### config.mk
export PLATFORM = sky130hd
export DESIGN_NAME = ball_engine
export DESIGN_NICKNAME = d
export VERILOG_FILES = /design/src/rtl/pong_pkg.sv /design/src/rtl/tick_timer.sv /design/src/rtl/ball_engine.sv
export SDC_FILE = /design/constraint.sdc
export NUM_CORES = 1
export LEC_CHECK = 0
export CORE_ASPECT_RATIO = 0.75
export CORE_MARGIN = 2
export CORE_UTILIZATION = 40
export CTS_CLUSTER_SIZE = 24
export DETAILED_ROUTE_END_ITERATION = 12
export MAX_ROUTING_LAYER = met4
export SLEW_MARGIN = 5
export SYNTH_ARGS = -nofsm -noshare
export SYNTH_HDL_FRONTEND = slang
export SYNTH_SLANG_ARGS = --single-unit
export TNS_END_PERCENT = 100
### constraint.sdc
create_clock -name clk -period 4.55 [get_ports clk]
set_input_delay 0.455 -clock clk [delete_from_list [all_inputs] [get_ports clk]]
set_output_delay 0.455 -clock clk [all_outputs]
set_load 0.03 [all_outputs]
### src/rtl/pong_pkg.sv
// Shared Pong field geometry, rally timing, FSM state codes and direction constants.
// Paddle controllers and the ball engine both import this package.
package pong_pkg;

    localparam int unsigned SCREEN_W    = 640;
    localparam int unsigned SCREEN_H    = 480;
    localparam int unsigned BALL        = 8;
    localparam int unsigned STEP        = 2;
    localparam int unsigned PADDLE_W    = 26;
    localparam int unsigned PADDLE_H    = 56;
    localparam int unsigned RIGHT_X     = 614;
    localparam int unsigned SERVE_TICKS = 60;
    localparam int unsigned HOLD_TICKS  = 60;
    localparam int unsigned WIN_SCORE   = 9;

    localparam int unsigned X_W     = 10;
    localparam int unsigned Y_W     = 9;
    localparam int unsigned SCORE_W = 4;
    localparam int unsigned TIMER_W = 6;
    localparam int unsigned CMP_W   = 11;

    localparam int unsigned CENTRE_X = (SCREEN_W - BALL) / 2;
    localparam int unsigned CENTRE_Y = (SCREEN_H - BALL) / 2;

    localparam logic [2:0] ST_IDLE      = 3'd0;
    localparam logic [2:0] ST_SERVE     = 3'd1;
    localparam logic [2:0] ST_PLAY      = 3'd2;
    localparam logic [2:0] ST_SCORED    = 3'd3;
    localparam logic [2:0] ST_GAME_OVER = 3'd4;

    localparam logic DIR_UP    = 1'b0;
    localparam logic DIR_DOWN  = 1'b1;
    localparam logic DIR_LEFT  = 1'b0;
    localparam logic DIR_RIGHT = 1'b1;

    // Score increment that never runs past the winning score.
    function automatic logic [SCORE_W-1:0] sat_inc(input logic [SCORE_W-1:0] s);
        return (s >= SCORE_W'(WIN_SCORE)) ? s : s + SCORE_W'(1);
    endfunction

endpackage

### src/rtl/tick_timer.sv
// Loadable down-counter advanced only on frame ticks; done is high while the count is zero.
// Load wins over a coincident tick.
module tick_timer #(
    parameter int unsigned W = 6
) (
    input  logic         clk,
    input  logic         rst,
    input  logic         tick_i,
    input  logic         load_i,
    input  logic [W-1:0] load_val_i,
    output logic [W-1:0] count_o,
    output logic         done_o
);

    logic [W-1:0] count_q, count_d;
    logic         done_q;

    always_comb begin
        count_d = count_q;
        if (load_i) begin
            count_d = load_val_i;
        end else if (tick_i && (count_q != '0)) begin
            count_d = count_q - W'(1);
        end
    end

    always_ff @(posedge clk) begin
        if (rst) begin
            count_q <= '0;
            done_q  <= 1'b1;
        end else begin
            count_q <= count_d;
            done_q  <= (count_d == '0);
        end
    end

    assign count_o = count_q;
    assign done_o  = done_q;

endmodule

### src/rtl/ball_engine.sv
// Pong ball physics and rally control: moves the ball once per frame tick, bounces off
// walls and paddle faces, detects misses, keeps score and sequences serve/hold/game-over.
module ball_engine
    import pong_pkg::*;
(
    input  logic               clk,
    input  logic               rst,
    input  logic               tick,
    input  logic               start,
    input  logic [Y_W-1:0]     pad0Y,
    input  logic [Y_W-1:0]     pad1Y,
    output logic [X_W-1:0]     ballX,
    output logic [Y_W-1:0]     ballY,
    output logic [SCORE_W-1:0] score0,
    output logic [SCORE_W-1:0] score1,
    output logic [1:0]         point,
    output logic               playing,
    output logic               gameOver,
    output logic               winner
);

    logic [2:0]         state_q, state_d;
    logic [X_W-1:0]     ball_x_q, ball_x_d;
    logic [Y_W-1:0]     ball_y_q, ball_y_d;
    logic               dir_x_q, dir_x_d;
    logic               dir_y_q, dir_y_d;
    logic [SCORE_W-1:0] score0_q, score0_d;
    logic [SCORE_W-1:0] score1_q, score1_d;
    logic [1:0]         point_q, point_d;
    logic               playing_q, playing_d;
    logic               game_over_q, game_over_d;
    logic               winner_q, winner_d;

    logic               tmr_load;
    logic [TIMER_W-1:0] tmr_val;
    logic [TIMER_W-1:0] tmr_count;
    logic               tmr_done;
    logic               expire_c;

    tick_timer #(.W(TIMER_W)) u_timer (
        .clk        (clk),
        .rst        (rst),
        .tick_i     (tick),
        .load_i     (tmr_load),
        .load_val_i (tmr_val),
        .count_o    (tmr_count),
        .done_o     (tmr_done)
    );

    // A countdown finishes on the tick that takes it from 1 to 0.
    assign expire_c = tick && (tmr_done || (tmr_count == TIMER_W'(1)));

    // All geometry compares run on 11-bit zero-extended values so sums cannot wrap.
    logic [CMP_W-1:0] x_w, y_w, p0_w, p1_w;
    logic             overlap0_c, overlap1_c;
    logic             hit0_c, miss0_c, hit1_c, miss1_c;

    assign x_w  = CMP_W'(ball_x_q);
    assign y_w  = CMP_W'(ball_y_q);
    assign p0_w = CMP_W'(pad0Y);
    assign p1_w = CMP_W'(pad1Y);

    assign overlap0_c = (y_w + CMP_W'(BALL) > p0_w) && (y_w < p0_w + CMP_W'(PADDLE_H));
    assign overlap1_c = (y_w + CMP_W'(BALL) > p1_w) && (y_w < p1_w + CMP_W'(PADDLE_H));

    assign hit0_c  = (x_w >= CMP_W'(PADDLE_W)) && (x_w - CMP_W'(STEP) < CMP_W'(PADDLE_W))
                     && overlap0_c;
    assign miss0_c = (x_w < CMP_W'(STEP));
    assign hit1_c  = (x_w + CMP_W'(BALL) <= CMP_W'(RIGHT_X))
                     && (x_w + CMP_W'(BALL) + CMP_W'(STEP) > CMP_W'(RIGHT_X)) && overlap1_c;
    assign miss1_c = (x_w + CMP_W'(BALL) + CMP_W'(STEP) > CMP_W'(SCREEN_W));

    // Vertical motion with wall bounce, applied independently of the horizontal outcome.
    logic [Y_W-1:0] y_mv;
    logic           dy_mv;

    always_comb begin
        y_mv  = ball_y_q;
        dy_mv = dir_y_q;
        if (dir_y_q == DIR_UP) begin
            if (y_w < CMP_W'(STEP)) begin
                y_mv  = '0;
                dy_mv = DIR_DOWN;
            end else begin
                y_mv = ball_y_q - Y_W'(STEP);
            end
        end else begin
            if (y_w + CMP_W'(BALL) + CMP_W'(STEP) > CMP_W'(SCREEN_H)) begin
                y_mv  = Y_W'(SCREEN_H - BALL);
                dy_mv = DIR_UP;
            end else begin
                y_mv = ball_y_q + Y_W'(STEP);
            end
        end
    end

    always_comb begin
        state_d  = state_q;
        ball_x_d = ball_x_q;
        ball_y_d = ball_y_q;
        dir_x_d  = dir_x_q;
        dir_y_d  = dir_y_q;
        score0_d = score0_q;
        score1_d = score1_q;
        point_d  = 2'b00;
        winner_d = winner_q;
        tmr_load = 1'b0;
        tmr_val  = TIMER_W'(SERVE_TICKS);

        case (state_q)
            ST_IDLE, ST_GAME_OVER: begin
                ball_x_d = X_W'(CENTRE_X);
                ball_y_d = Y_W'(CENTRE_Y);
                if (start) begin
                    state_d  = ST_SERVE;
                    score0_d = '0;
                    score1_d = '0;
                    dir_x_d  = DIR_RIGHT;
                    tmr_load = 1'b1;
                end
            end
            ST_SERVE: begin
                if (expire_c) begin
                    state_d = ST_PLAY;
                end
            end
            ST_PLAY: begin
                if (tick) begin
                    ball_y_d = y_mv;
                    dir_y_d  = dy_mv;
                    if (dir_x_q == DIR_LEFT) begin
                        if (hit0_c) begin
                            ball_x_d = X_W'(PADDLE_W);
                            dir_x_d  = DIR_RIGHT;
                        end else if (miss0_c) begin
                            score1_d = sat_inc(score1_q);
                            point_d  = 2'b10;
                            dir_x_d  = DIR_LEFT;
                            tmr_load = 1'b1;
                            tmr_val  = TIMER_W'(HOLD_TICKS);
                            state_d  = ST_SCORED;
                        end else begin
                            ball_x_d = ball_x_q - X_W'(STEP);
                        end
                    end else begin
                        if (hit1_c) begin
                            ball_x_d = X_W'(RIGHT_X - BALL);
                            dir_x_d  = DIR_LEFT;
                        end else if (miss1_c) begin
                            score0_d = sat_inc(score0_q);
                            point_d  = 2'b01;
                            dir_x_d  = DIR_RIGHT;
                            tmr_load = 1'b1;
                            tmr_val  = TIMER_W'(HOLD_TICKS);
                            state_d  = ST_SCORED;
                        end else begin
                            ball_x_d = ball_x_q + X_W'(STEP);
                        end
                    end
                end
            end
            ST_SCORED: begin
                if (expire_c) begin
                    ball_x_d = X_W'(CENTRE_X);
                    ball_y_d = Y_W'(CENTRE_Y);
                    if ((score0_q >= SCORE_W'(WIN_SCORE)) || (score1_q >= SCORE_W'(WIN_SCORE))) begin
                        state_d  = ST_GAME_OVER;
                        winner_d = (score1_q >= SCORE_W'(WIN_SCORE));
                    end else begin
                        state_d  = ST_SERVE;
                        tmr_load = 1'b1;
                    end
                end
            end
            default: begin
                state_d = ST_IDLE;
            end
        endcase
    end

    assign playing_d   = (state_d == ST_PLAY);
    assign game_over_d = (state_d == ST_GAME_OVER);

    always_ff @(posedge clk) begin
        if (rst) begin
            state_q     <= ST_IDLE;
            ball_x_q    <= X_W'(CENTRE_X);
            ball_y_q    <= Y_W'(CENTRE_Y);
            dir_x_q     <= DIR_RIGHT;
            dir_y_q     <= DIR_DOWN;
            score0_q    <= '0;
            score1_q    <= '0;
            point_q     <= 2'b00;
            playing_q   <= 1'b0;
            game_over_q <= 1'b0;
            winner_q    <= 1'b0;
        end else begin
            state_q     <= state_d;
            ball_x_q    <= ball_x_d;
            ball_y_q    <= ball_y_d;
            dir_x_q     <= dir_x_d;
            dir_y_q     <= dir_y_d;
            score0_q    <= score0_d;
            score1_q    <= score1_d;
            point_q     <= point_d;
            playing_q   <= playing_d;
            game_over_q <= game_over_d;
            winner_q    <= winner_d;
        end
    end

    assign ballX    = ball_x_q;
    assign ballY    = ball_y_q;
    assign score0   = score0_q;
    assign score1   = score1_q;
    assign point    = point_q;
    assign playing  = playing_q;
    assign gameOver = game_over_q;
    assign winner   = winner_q;

endmodule
Word level (Yosys, flattened, before mapping)

Index checks and enable logic that the tools add are counted.

Output and inout bits: 32
Word-level logic and storage cells: 151
Input bits: 22
Register bits after elaboration: 44

Bitwise logic cells: 2
Add/sub/neg operators: 14
Muxes and demuxes: 64
Order comparisons: 14
Equality and inequality tests: 20
Reduce and logical (&&, ||, !) cells: 24

Operators by type and width:

| kind                                                                     | count |
|---|---|
| 10-bit two-way mux                                                       | 7 |
| 9-bit two-way mux                                                        | 5 |
| 4-bit two-way mux                                                        | 11 |
| 3-bit two-way mux                                                        | 10 |
| 10-bit one-hot mux with 3 select lines                                   | 1 |
| 9-bit one-hot mux with 3 select lines                                    | 1 |
| 11-bit by 10-bit > comparator with 1-bit output (second input constant)  | 2 |
| 11-bit by 9-bit > comparator with 1-bit output                           | 2 |
| 2-bit != test (second input constant)                                    | 11 |
| 9-bit by 6-bit adder with 10-bit output (second input constant)          | 2 |
| 9-bit by 10-bit < comparator with 1-bit output                           | 2 |
| 1-bit two-way mux                                                        | 19 |
| 4-bit one-hot mux with 2 select lines                                    | 2 |
| 7-bit AND reduction                                                      | 2 |
| 6-bit two-way mux                                                        | 2 |
| 3-bit one-hot mux with 4 select lines                                    | 1 |
| 10-bit by 2-bit adder with 11-bit output (second input constant)         | 1 |
| 10-bit by 4-bit adder with 11-bit output (second input constant)         | 1 |
| 11-bit by 2-bit adder with 11-bit output (second input constant)         | 1 |
| 11-bit by 9-bit > comparator with 1-bit output (second input constant)   | 1 |
| 11-bit by 10-bit <= comparator with 1-bit output (second input constant) | 1 |
| 11-bit by 5-bit < comparator with 1-bit output (second input constant)   | 1 |
| 10-bit by 2-bit subtractor with 11-bit output (second input constant)    | 1 |
| 10-bit by 2-bit adder with 10-bit output (second input constant)         | 1 |
| other kinds (31)                                                         | 50 |

Longest topological paths before layout

Depth in word-level cells: 11
Depth in mapped cells: 15
Gate-level depth less buffers: 14

Cells and area by module

Synthesis repeated with hierarchy kept, for this count alone.

Cells, all modules: 601
Area, all modules: 4580.6 µm²

Modules (own cells, without submodules):

| module      | area each (µm²) | sequential area each (µm²) | instances | cells each |
|---|---|---|---|---|
| ball_engine | 4136.5          | 700.7                      | 1         | 551 |
| tick_timer  | 444.2           | 140.1                      | 1         | 50 |

Least setup slack after synthesis

Ideal clock, no wire load.

Kind: register -> register
Start: register ball_y_q[5] (netlist: ballY[5])
End: register ball_x_q[2] (netlist: ballX[2])
Data arrival time: 3310 ps
Setup slack: 1123 ps
Buffers on the path: 1
Cell stages (with the launch flop): 13
Library setup time: 117 ps
Clock period less this slack: 3427 ps
Data required time: 4433 ps
Cell sequence: dfxtp_1 > clkbuf_1 > and2_1 > nand4_1 > xnor2_1 > ha_1 > nand2_1 > or4_1 > a21oi_1 > o21ai_2 > nor4_1 > nor2_1 > o22a_1

Cells in the longest elaborated chain, start to end: 8
Elaborated cells between the ends (all ways): 17
Classes of those cells: add/sub: 1; order compare: 4; eq/ne: 2; mux: 5; reduce/logical: 5

RTL lines:

| item                                                              | RTL line                               | RTL |
|---|---|---|
| start, declared                                                   | ball_engine.sv:24                      | `logic [Y_W-1:0] ball_y_q, ball_y_d;` |
| start signal, assigned                                            | ball_engine.sv:188                     | `ball_y_q <= Y_W'(CENTRE_Y);` |
| start signal, assigned                                            | ball_engine.sv:200                     | `ball_y_q <= ball_y_d;` |
| 9-bit by 4-bit adder with 10-bit output                           | ball_engine.sv:63, ball_engine.sv:64   |  |
| 11-bit by 9-bit > comparator with 1-bit output (on tied branches) | ball_engine.sv:63, ball_engine.sv:64   |  |
| 1-bit logical AND (on tied branches)                              | ball_engine.sv:63, ball_engine.sv:64   |  |
| 1-bit logical AND (on tied branches)                              | ball_engine.sv:67, ball_engine.sv:70   |  |
| 10-bit two-way mux (on tied branches)                             | ball_engine.sv:132, ball_engine.sv:146 |  |
| 10-bit two-way mux                                                | ball_engine.sv:131                     | `if (dir_x_q == DIR_LEFT) begin` |
| 10-bit two-way mux                                                | ball_engine.sv:128                     | `if (tick) begin` |
| 10-bit one-hot mux with 3 select lines                            | ball_engine.sv:110                     | `case (state_q)` |
| end signal, assigned                                              | ball_engine.sv:187                     | `ball_x_q <= X_W'(CENTRE_X);` |
| end signal, assigned                                              | ball_engine.sv:199                     | `ball_x_q <= ball_x_d;` |
| end, declared                                                     | ball_engine.sv:23                      | `logic [X_W-1:0] ball_x_q, ball_x_d;` |

Several ways; a longest one is shown, not always the timed one. The select of a mux whose other input is x is not followed.
A chain may end at the register's enable or synchronous reset.

Worst setup path after layout

Start: register ball_y_q[3] (netlist: ballY[3])
End: register ball_x_q[4] (netlist: ballX[4])

Same word-level chain as after synthesis.

==> results.yml <==
sta:
  worst_slew_pin_slew_ns: 0.918
  finalClockSkew_ns: 0.00272
  number_of_failing_setup_endpoints_in_the_final_timing_report: 0
  final_period_minus_worst_setup_slack_ns: 3.87
  final_hold_viol_count: 0
  tns_ns: 0
  fmax_mhz: 258
  slew-limit-headroom: 0.388
  period_share: 0.851
  grt_setup_unrepaired: "no"
  finalMaxSlewViolations: 0
cells_and_area:
  layout-area-overhead-vs-synth_pct: 16.8
  regArea_sq_um: 841
  layout.nets: 675
  fill_cells: 1032
  multi_input_comb_area_sq_um: 3180
  drive_above_1_share: 0.0514
  post-route-cell-area_sq_um: 5020
  antennaDiodeCount: 0
global_routing:
  grt-ovfl-total: 0
  grtUsageTotal: 0.207
  met3_usage: 0.0243
  grt_antenna_before_repair: 0
  busiest_layer: "met1"
  groute.layer.met2.usage: 0.304
  globalRouteMet1Util: 0.306
  first_global_vias: 3929
  first_pass_grt_wire_length_mm: 19.0
  grt_max_degree: 30
clocking:
  cts_resized: 0
  tritoncts: "done"
  post_cts.repair.setup_buffers: 0
  root_buffer: "sky130_fd_sc_hd__clkbuf_16"
  cts_buffer_depth: 2
  cts_made_buffers: 5
  ctsHtreeMaxLevel: 2
  worstSkewPairLatency_ns: 0.27
  cts.sinks: 42
  postCtsHoldBufs: 0
  clk_transition_reported_paths_ns: 0.06
die:
  dieArea_sq_um: 11600
  floorplan.die.width_microns: 124
  pin_count: 54
  chipHeight_microns: 93.7
  core_box_area_sq_um: 10400
  num_rows: 32
  floorplan.initialDensity: 0.414
logic_synthesis:
  synth-main-ff-cell: "sky130_fd_sc_hd__dfxtp_1"
  synthXorXnorAreaFrac: 0.0650
  yosys.area_share.simple: 0.247
  synth.yosys.seq_area_share: 0.196
  synth.cell_area_sq_um: 4290
  main_combinational_cell_family_by_area_after_synthesis: "compound AO/OA/AOI/OAI gates"
  synth.mux.area_fraction: 0.0149
  yosysUniqueCellTypes: 74
  asyncSetResetFlopFracSynth: 0
  yosys.area_share.adder: 0.146
  synth_seq_cells: 42
  synth-warning-count: 0
  synthesis.instances: 568
  mean_cell_area_of_the_mapped_netlist_sq_um: 7.56
  synth-edff-count: 0
  synth_compound_area_frac: 0.267
run:
  maxCapViolCount: 0
setup_path:
  worstPathArrival_ns: 4.04
  regToRegStartpoint: "ballY[3]"
  worstPathMaxFanout: 15
  cp-start-kind: "register"
  setup.worst_path.class: "register to register"
  rrSetupSlack_ns: 0.68
  worst_r2r_path_depth: 11
  critical_path.reg2reg.endpoint: "ballX[4]"
  critPathCaptureType: "register"
  required_time_worst_endpoint_ns: 4.72
detailed_routing:
  drt-total-wl_mm: 11.5
  drt-pass1-iter-count: 7
  average_via_count_per_standard_cell: 5.76
  vias_after_detailed_routing: 4256
  remaining_drc_errors: 0
  wl_per_cell_microns: 15.6
  detail_route.iter0.violations: 236
  drtAntennaViolNets: 0
place:
  placement.io_buffers: 51
  post-dp-hpwl_mm: 8.87
  routability_cong: 0.867
  dpl_cell_area_sq_um: 4880
run_status:
  outcome: "completed"
min_path:
  min_path_type: "register to register"
  min_path_cells: 2
  min_to: "winner"
  hold_start: "winner"
power_and_ir_drop:
  cellLeakagePower_nw: 1.88
  peakVddDrop_mv: 0.189
  power.density_cell_area_nw_per_um2: 183
[flip-flops by register name, indices dropped and copies added (netlist names)]
signal / count
winner: 1
u_timer.count_o: 6
ballY: 8
gameOver: 1
score1: 4
state_q: 3
dir_x_q: 1
dir_y_q: 1
u_timer.done_o: 1
ballX: 9
point: 2
playing: 1
score0: 4
[critical path, stage by stage, from the launching register on]
cell	delay [ns]
sky130_fd_sc_hd__dfxtp_1	0.68
sky130_fd_sc_hd__ha_1	0.35
sky130_fd_sc_hd__nand2_1	0.13
sky130_fd_sc_hd__xnor2_1	0.21
sky130_fd_sc_hd__ha_1	0.34
sky130_fd_sc_hd__nand2_1	0.08
sky130_fd_sc_hd__or4_1	0.51
sky130_fd_sc_hd__a21oi_1	0.34
sky130_fd_sc_hd__o21ai_2	0.21
sky130_fd_sc_hd__nor4_1	0.43
sky130_fd_sc_hd__nor2_1	0.23
sky130_fd_sc_hd__o22a_1	0.25
[layout by cell type (no fill, tap or decap), drive strengths merged, types with 8 or more instances in the layout]
master / count
nor3: 17
o21ai: 31
nand3: 16
nand2b: 10
inv: 42
nor4: 11
dfxtp: 42
and2: 8
xnor2: 22
nor2: 41
nand4: 8
a21oi: 50
xor2: 9
ha: 50
or3: 14
nand2: 47
o211ai: 11
clkdlybuf4s50: 51
[worst max-delay path by stage]
stage | slack (ns) | start | depth (start not counted) | to
final | 0.68 | ballY[3] | 11 | ballX[4]
after global routing | 0.29 | ballY[3] | 11 | ballX[4]
after CTS | 0.66 | pad1Y[3] | 15 | ballX[3]
after detailed placement | 0.37 | pad1Y[3] | 15 | ballX[3]
after global placement | 0.45 | pad1Y[3] | 15 | ballX[3]
after floorplan | 1.12 | ballY[5] | 12 | ballX[2]
[power breakdown]
group	switching, mW	total, mW	internal (mW)
Clock	0.126	0.326	0.200
Combinational	0.108	0.194	0.0864
Sequential	0.0153	0.396	0.381
[through the flow]
stage	total power, mW	setup slack [ns]	hold slack, ns	utilization	std cells
final	0.917	0.679	0.460	0.484	739
after global routing	0.966	0.288	0.490	0.484	739
after CTS	0.926	0.664	0.464	0.484	739
after detailed placement	0.596	0.374	0.449	0.471	732
after global placement	0.592	0.450	0.446	0.471	732
after floorplan	0.539	1.12	0.485	-	569
[cell type report]
type                       count  share of cell area
tap                          136              0.0339
timing repair buffer          54               0.106
sequential                    42               0.168
inverter                      42              0.0314
multi-input combinational    458               0.634
clock buffer                   7              0.0264
[synthesized netlist by cell type (10+ instances only)]
| cell type | instances | area, sq um |
|---|---|---|
| sky130_fd_sc_hd__nor3_1 | 17 | 85.1 |
| sky130_fd_sc_hd__a21oi_1 | 49 | 245 |
| sky130_fd_sc_hd__inv_1 | 42 | 158 |
| sky130_fd_sc_hd__nor4_1 | 10 | 62.6 |
| sky130_fd_sc_hd__clkbuf_1 | 18 | 67.6 |
| sky130_fd_sc_hd__nand2_1 | 46 | 173 |
| sky130_fd_sc_hd__ha_1 | 50 | 626 |
| sky130_fd_sc_hd__xnor2_1 | 22 | 193 |
| sky130_fd_sc_hd__nor2_1 | 41 | 154 |
| sky130_fd_sc_hd__nand2b_1 | 10 | 62.6 |
| sky130_fd_sc_hd__dfxtp_1 | 42 | 841 |
| sky130_fd_sc_hd__or3_1 | 14 | 87.6 |
| sky130_fd_sc_hd__o21ai_0 | 29 | 145 |
| sky130_fd_sc_hd__o211ai_1 | 10 | 75.1 |
| sky130_fd_sc_hd__nand3_1 | 15 | 75.1 |
[routing by layer]
metal / part of all wire / wire length [microns]
met1: 0.52 / 5960
met2: 0.43 / 4960
met3: 0.044 / 505
met4: 0.0068 / 78
met5: 0 / 0
[cells by family (layout without fill, tap and decap cells)]
group | after synthesis | count (layout)
and+or+nand+nor | 203 | 203
AOI/OAI and AO/OA | 166 | 166
buffers and inverters | 69 | 103
adders and majority gates | 50 | 50
DFF | 42 | 42
xor gates and xnor gates | 31 | 31
muxes | 6 | 6
other | 1 | 2
No activity file was read; power rests on OpenSTA's default activity.
